## src/rtl/usb_line_pkg.sv

```systemverilog
// Shared definitions for the USB full-speed line monitor: line-state
// encodings, the bus-condition FSM states and the 60 MHz default cycle counts.
package usb_line_pkg;

  // Synchronised line state is {D+, D-}
  localparam logic [1:0] LINE_SE0 = 2'b00;
  localparam logic [1:0] LINE_K   = 2'b01;
  localparam logic [1:0] LINE_J   = 2'b10;
  localparam logic [1:0] LINE_SE1 = 2'b11;

  // 2.5 us of SE0 declares bus reset, 3 ms of idle J declares suspend
  localparam int unsigned DEFAULT_RESET_CYCLES   = 150;
  localparam int unsigned DEFAULT_SUSPEND_CYCLES = 180000;

  typedef enum logic [1:0] {
    ST_ACTIVE    = 2'd0,
    ST_SE0_WAIT  = 2'd1,
    ST_BUS_RESET = 2'd2,
    ST_SUSPENDED = 2'd3
  } line_fsm_e;

  function automatic logic is_se0(input logic [1:0] ls);
    return ls == LINE_SE0;
  endfunction

endpackage

```

## src/rtl/usb_line_sync.sv

```systemverilog
// Two-flop synchroniser for the raw {D+, D-} receive pins. Both stages come
// out of reset holding J so the monitor sees an idle bus until real samples
// have propagated through.
module usb_line_sync
  import usb_line_pkg::*;
(
  input  logic       clk,
  input  logic       reset,
  input  logic [1:0] async_i,
  output logic [1:0] sync_o
);

  (* ASYNC_REG = "TRUE" *) logic [1:0] meta_q;
  (* ASYNC_REG = "TRUE" *) logic [1:0] sync_q;

  // Capture the asynchronous pins, then resample once to settle metastability
  always_ff @(posedge clk) begin
    if (reset) begin
      meta_q <= LINE_J;
      sync_q <= LINE_J;
    end else begin
      meta_q <= async_i;
      sync_q <= meta_q;
    end
  end

  assign sync_o = sync_q;

endmodule

```

## src/rtl/usb_line_monitor.sv

```systemverilog
// Classifies the full-speed USB bus condition for the bootloader: bus reset
// (sustained SE0), suspend (sustained idle J) and resume (K while suspended).
// Runs entirely in the 60 MHz USB clock domain; every output is a flop.
module usb_line_monitor
  import usb_line_pkg::*;
#(
  parameter int unsigned RESET_CYCLES   = DEFAULT_RESET_CYCLES,
  parameter int unsigned SUSPEND_CYCLES = DEFAULT_SUSPEND_CYCLES
) (
  input  logic       clk,
  input  logic       reset,
  input  logic       usb_p_rx,
  input  logic       usb_n_rx,
  output logic [1:0] line_state,
  output logic       usb_reset,
  output logic       suspend,
  output logic       resume
);

  localparam int unsigned SE0_W  = $clog2(RESET_CYCLES + 1);
  localparam int unsigned IDLE_W = $clog2(SUSPEND_CYCLES + 1);

  localparam logic [SE0_W-1:0]  SE0_LIMIT  = SE0_W'(RESET_CYCLES);
  localparam logic [IDLE_W-1:0] IDLE_LIMIT = IDLE_W'(SUSPEND_CYCLES);
  localparam logic [SE0_W-1:0]  SE0_ONE    = SE0_W'(1);
  localparam logic [IDLE_W-1:0] IDLE_ONE   = IDLE_W'(1);

  logic [1:0]        line_sync;
  line_fsm_e         state_q, state_d;
  logic [SE0_W-1:0]  se0_cnt_q, se0_cnt_d;
  logic [IDLE_W-1:0] idle_cnt_q, idle_cnt_d;
  logic [SE0_W-1:0]  se0_inc;
  logic [IDLE_W-1:0] idle_inc;
  logic              usb_reset_q, usb_reset_d;
  logic              suspend_q, suspend_d;
  logic              resume_q, resume_d;

  usb_line_sync u_sync (
    .clk     (clk),
    .reset   (reset),
    .async_i ({usb_p_rx, usb_n_rx}),
    .sync_o  (line_sync)
  );

  // se0_cnt is always below the limit while it is still counting, so the
  // increment cannot overflow; idle_cnt holds at its limit instead of wrapping
  assign se0_inc  = se0_cnt_q + SE0_ONE;
  assign idle_inc = (idle_cnt_q == IDLE_LIMIT) ? idle_cnt_q : idle_cnt_q + IDLE_ONE;

  // State, counters and registered outputs all update together
  always_ff @(posedge clk) begin
    if (reset) begin
      state_q     <= ST_ACTIVE;
      se0_cnt_q   <= '0;
      idle_cnt_q  <= '0;
      usb_reset_q <= 1'b0;
      suspend_q   <= 1'b0;
      resume_q    <= 1'b0;
    end else begin
      state_q     <= state_d;
      se0_cnt_q   <= se0_cnt_d;
      idle_cnt_q  <= idle_cnt_d;
      usb_reset_q <= usb_reset_d;
      suspend_q   <= suspend_d;
      resume_q    <= resume_d;
    end
  end

  // Next state and counters; a threshold only fires on a sample that still
  // shows the line condition being timed
  always_comb begin
    state_d    = state_q;
    se0_cnt_d  = se0_cnt_q;
    idle_cnt_d = idle_cnt_q;
    unique case (state_q)
      ST_ACTIVE: begin
        case (line_sync)
          LINE_J: begin
            idle_cnt_d = idle_inc;
            if (idle_inc == IDLE_LIMIT) begin
              state_d = ST_SUSPENDED;
            end
          end
          LINE_SE0: begin
            idle_cnt_d = '0;
            se0_cnt_d  = SE0_ONE;
            state_d    = ST_SE0_WAIT;
          end
          default: begin
            idle_cnt_d = '0;
          end
        endcase
      end
      ST_SE0_WAIT: begin
        if (is_se0(line_sync)) begin
          se0_cnt_d = se0_inc;
          if (se0_inc == SE0_LIMIT) begin
            state_d = ST_BUS_RESET;
          end
        end else begin
          se0_cnt_d = '0;
          state_d   = ST_ACTIVE;
        end
      end
      ST_BUS_RESET: begin
        if (!is_se0(line_sync)) begin
          se0_cnt_d  = '0;
          idle_cnt_d = '0;
          state_d    = ST_ACTIVE;
        end
      end
      ST_SUSPENDED: begin
        case (line_sync)
          LINE_K: begin
            idle_cnt_d = '0;
            state_d    = ST_ACTIVE;
          end
          LINE_SE0: begin
            idle_cnt_d = '0;
            se0_cnt_d  = SE0_ONE;
            state_d    = ST_SE0_WAIT;
          end
          default: begin
          end
        endcase
      end
      default: begin
        state_d = ST_ACTIVE;
      end
    endcase
  end

  // Output decode from the upcoming state; a reset-from-suspend keeps
  // suspend asserted through SE0_WAIT until BUS_RESET takes over
  always_comb begin
    usb_reset_d = (state_d == ST_BUS_RESET);
    suspend_d   = 1'b0;
    if (state_d == ST_SUSPENDED) begin
      suspend_d = 1'b1;
    end else if (state_d == ST_SE0_WAIT) begin
      suspend_d = suspend_q || (state_q == ST_SUSPENDED);
    end
    resume_d = (state_q == ST_SUSPENDED) && (line_sync == LINE_K);
  end

  assign line_state = line_sync;
  assign usb_reset  = usb_reset_q;
  assign suspend    = suspend_q;
  assign resume     = resume_q;

endmodule
```

## config.mk

```make
export PLATFORM = sky130hd
export DESIGN_NAME = usb_line_monitor
export DESIGN_NICKNAME = d
export VERILOG_FILES = /design/src/rtl/usb_line_pkg.sv /design/src/rtl/usb_line_sync.sv /design/src/rtl/usb_line_monitor.sv
export SDC_FILE = /design/constraint.sdc
export NUM_CORES = 1
export LEC_CHECK = 0
export CORE_AREA = 3 3 79 81
export DETAILED_ROUTE_END_ITERATION = 7
export DIE_AREA = 0 0 82 84
export GPL_TIMING_DRIVEN = 0
export MAX_ROUTING_LAYER = met4
export PLACE_DENSITY = 0.61
export SLEW_MARGIN = 25
export SYNTH_ARGS = -nofsm -noshare
export SYNTH_HDL_FRONTEND = slang
export SYNTH_SLANG_ARGS = --single-unit
```

## constraint.sdc

```tcl
create_clock -name clk -period 2.2 [get_ports clk]
set_input_delay 0.66 -clock clk [delete_from_list [all_inputs] [get_ports clk]]
set_output_delay 0.66 -clock clk [all_outputs]
set_load 0.05 [all_outputs]
```

==> metrics.md <==
| Metric | Value |
|---|---|
| Sequential-to-total area share from yosys stat | 28.53% |
| Layout cells sized above 1 | 20.18% |
| Status | complete, no violations |
| Pre-CTS WS | -0.3381 ns |
| Post-synthesis cell count | 315 |
| Total Power | 0.001572 W |
| Clock latency on the worst-skew pair | 0.31 ns |
| Critical path peak fanout | 3 |
| I/O pin cnt | 9 |
| Fin nets | 343 |
| CTS H-Tree Depth | 2 |
| Crit path required time | 1.54 ns |
| Worst clock skew | 0.01486 ns |
| Largest net degree at the start of global routing | 12 |
| RSZ-0062 raised after global routing | true |
| Post-synth top flop | dfxtp_1 |
| Vias in the first global route | 2,294 |
| Min-Delay Path Class | reg2reg |
| Post-synth ARST share | 0% |
| DRC viols | 0 |
| Clk buf depth | 2 |
| Post-synth EDFFs | 0 |
| Core footprint | 5540 sq um |
| R2R cell count | 8 |
| Fin worst setup slack | 0.04922 ns |
| Initial Util | 44.33% |
| NetSw | 0.0004623 W |
| Final Util | 51.47% |
| Worst Hold Launch | u_sync.meta_q[0] |
| Comb pwr share | 16.4% |
| R2r endpoint | suspend |
| Worst Setup End Kind | output port |
| Final WL | 6747 um |
| Tightest Pin Transition | 0.5908 ns |
| Hold Buf Count CTS | 0 |
| Post-DP HPWL | 4574 um |
| Leading area contributor after synthesis | dfxtp_1 |
| Pleak | 0.9569 nW |
| Routed vias | 2,497 |
| Max cap viols | 0 |
| Post-synthesis register bit count | 35 |
| Placer Congestion | 0.8691 |
| Synth warn | 0 |
| FMAX | 0.4649 GHz |
| Ant diodes | 0 |
| ANT nets after route | 0 |
| Synth cell types | 65 |
| Drt wl/cell | 16.70 um |
| Slew Viols, Final | 0 |
| Die outline width | 82 um |
| Setup CP Type | reg2out |
| Clock power frac | 40.7% |
| CP startpoint kind | register |
| All-Layer GR Usage | 20.89% |
| Initial antenna violation count | 0 |
| Int Pwr | 0.001109 W |
| Fin Hold WS | 0.4454 ns |
| Peak VDD IR | 0.0003061 V |
| Arrival time worst endpoint | 1.49 ns |
| CTS tree | built |
| CTS clk-pin slew, worst paths | 0.08 ns |
| GRT overflow | 0 |
| CTS buffer count | 5 |
| Crit path launch | u_sync.sync_o[1] |
| Top-area cell type share of the netlist area | 28.53% |
| CP top delay family | buffers and inverters |
| Crit-path cells | clkdlybuf4s50_1 |
| Hold Path End | u_sync.sync_o[0] |
| Register-to-register setup slack | 0.05 ns |
| P per Cell Area | 551.2 nW/um^2 |
| Via-to-Cell Ratio | 6.181 |
| Initial drt markers | 218 |
| Commonest non-fill, non-tap cell in the layout | nor2_1 |
| Crit share post-route | 97.76% |
| Final Hold Viols | 0 |
| Crit-path slowest cell | clkdlybuf4s50_1 |
| Root buffer cell | clkbuf_8 |
| Synthesized Nets | 327 |
| First-pass detailed-route iteration total | 5 |
| Netlist Area Pre-Place | 2456 sq um |
| Layout fillers | 555 |
| Core Rows | 27 |
| Synth Area per Inst | 7.797 sq um |
| RR Startpoint | idle_cnt_q[0] |
| Critical path buffers and inverters | 1 |
| Final setup vio count | 0 |
| Port Buffers | 7 |
| Switching share of power | 29.41% |
| Most frequent cells in the layout | nor2_1, dfxtp_1, nand2_1, a21oi_1, o21ai_0 |
| Area growth syn-to-layout | 16.10% |
| Max_slew headroom | 60.62% |
| Register share of total power | 42.9% |
| Minimum clock period | 2.151 ns |
| Hold Crit Depth | 1 |
| Clock sink total | 35 |
| Height of the chip | 84 um |
| Synth area leaders | dfxtp_1, nor2_1, a21oi_1 |
| First-pass GRT wire length | 11,160 um |
| Die area | 6888 sq um |
| CP max stage delay | 0.82 ns |
## how the worst max path moves through the flow
stage                          end  depth (start not counted)
floorplan           idle_cnt_q[14]                          8
global placement    idle_cnt_q[12]                          8
detailed placement  idle_cnt_q[14]                          8
CTS                        suspend                          7
global route             usb_reset                          8
finish               line_state[1]                          1
## metrics by stage
stage	TNS, ns	instances	instance area, sq um
3_5_place_dp	-5.192	394	2616
3_3_place_gp	-4.752	394	2616
5_1_grt	-0.2184	404	2851
6_report	0	404	2851
2_1_floorplan	0	315	2456
4_1_cts	0	404	2781
## synth_stat cells (all sizes together) (8+ instances only)
cell,count
a21oi,22
a311oi,10
buf,13
clkbuf,11
dfxtp,35
ha,8
inv,9
nand2,22
nand3,10
nand4,8
nor2,33
nor3,11
nor4,12
o21ai,21
or2,8
## final cells by class
type                       instances  area [sq um]  area share, %
inverter                           9         33.78          1.185
sequential                        35         708.2          24.84
timing repair buffer              11         98.84          3.466
tap                               72         90.09          3.159
clock inverter                     2         35.03          1.229
buffer                            22         125.1          4.388
clock buffer                       6         82.58          2.896
multi-input combinational        247          1678          58.84
## power groups by stage
stage / registers [W] / clock network (W) / logic [W]
finish: 0.000675 / 0.000639 / 0.000258
CTS: 0.000672 / 0.000646 / 0.000243
detailed placement: 0.000684 / 0 / 0.000232
floorplan: 0.000682 / 0 / 0.000167
global placement: 0.000685 / 0 / 0.000232
global route: 0.000677 / 0.000663 / 0.000287
## cells by family (layout without fill, tap and decap cells)
logic type               Yosys count  count (layout)  share of synthesized area, %
AND/OR/NAND/NOR                  141             141                         33.27
adder cells (fa/ha/maj)            8               8                         4.076
buffers and inverters             33              50                         6.520
flip-flops                        35              35                         28.53
XOR/XNOR                           4               4                         1.427
AO/OA/AOI/OAI                     94              94                         26.19
## flip-flops by register name, summed over array words and instances (netlist names)
name           count
u_sync.sync_o      2
u_sync.meta_q      2
suspend            1
idle_cnt_q        18
state_q            2
resume             1
se0_cnt_q          8
usb_reset          1
## per-layer routing
| metal | track usage [%] | up-vias | share of wire (%) |
|---|---|---|---|
| li1 | - | 1225 | - |
| met1 | 29.98 | 1175 | 49 |
| met2 | 29.10 | 82 | 44 |
| met3 | 4.968 | 15 | 5.9 |
| met4 | 5.438 | 0 | 1.4 |
| met5 | - | - | 0 |
## repair_timing
item                       in CTS  in global routing
setup endpoints to repair      23                 23
buffers inserted                3                  1
pin swaps                       1                  2
gates resized for setup        12                 15
Power figures use the tool's default switching activity.
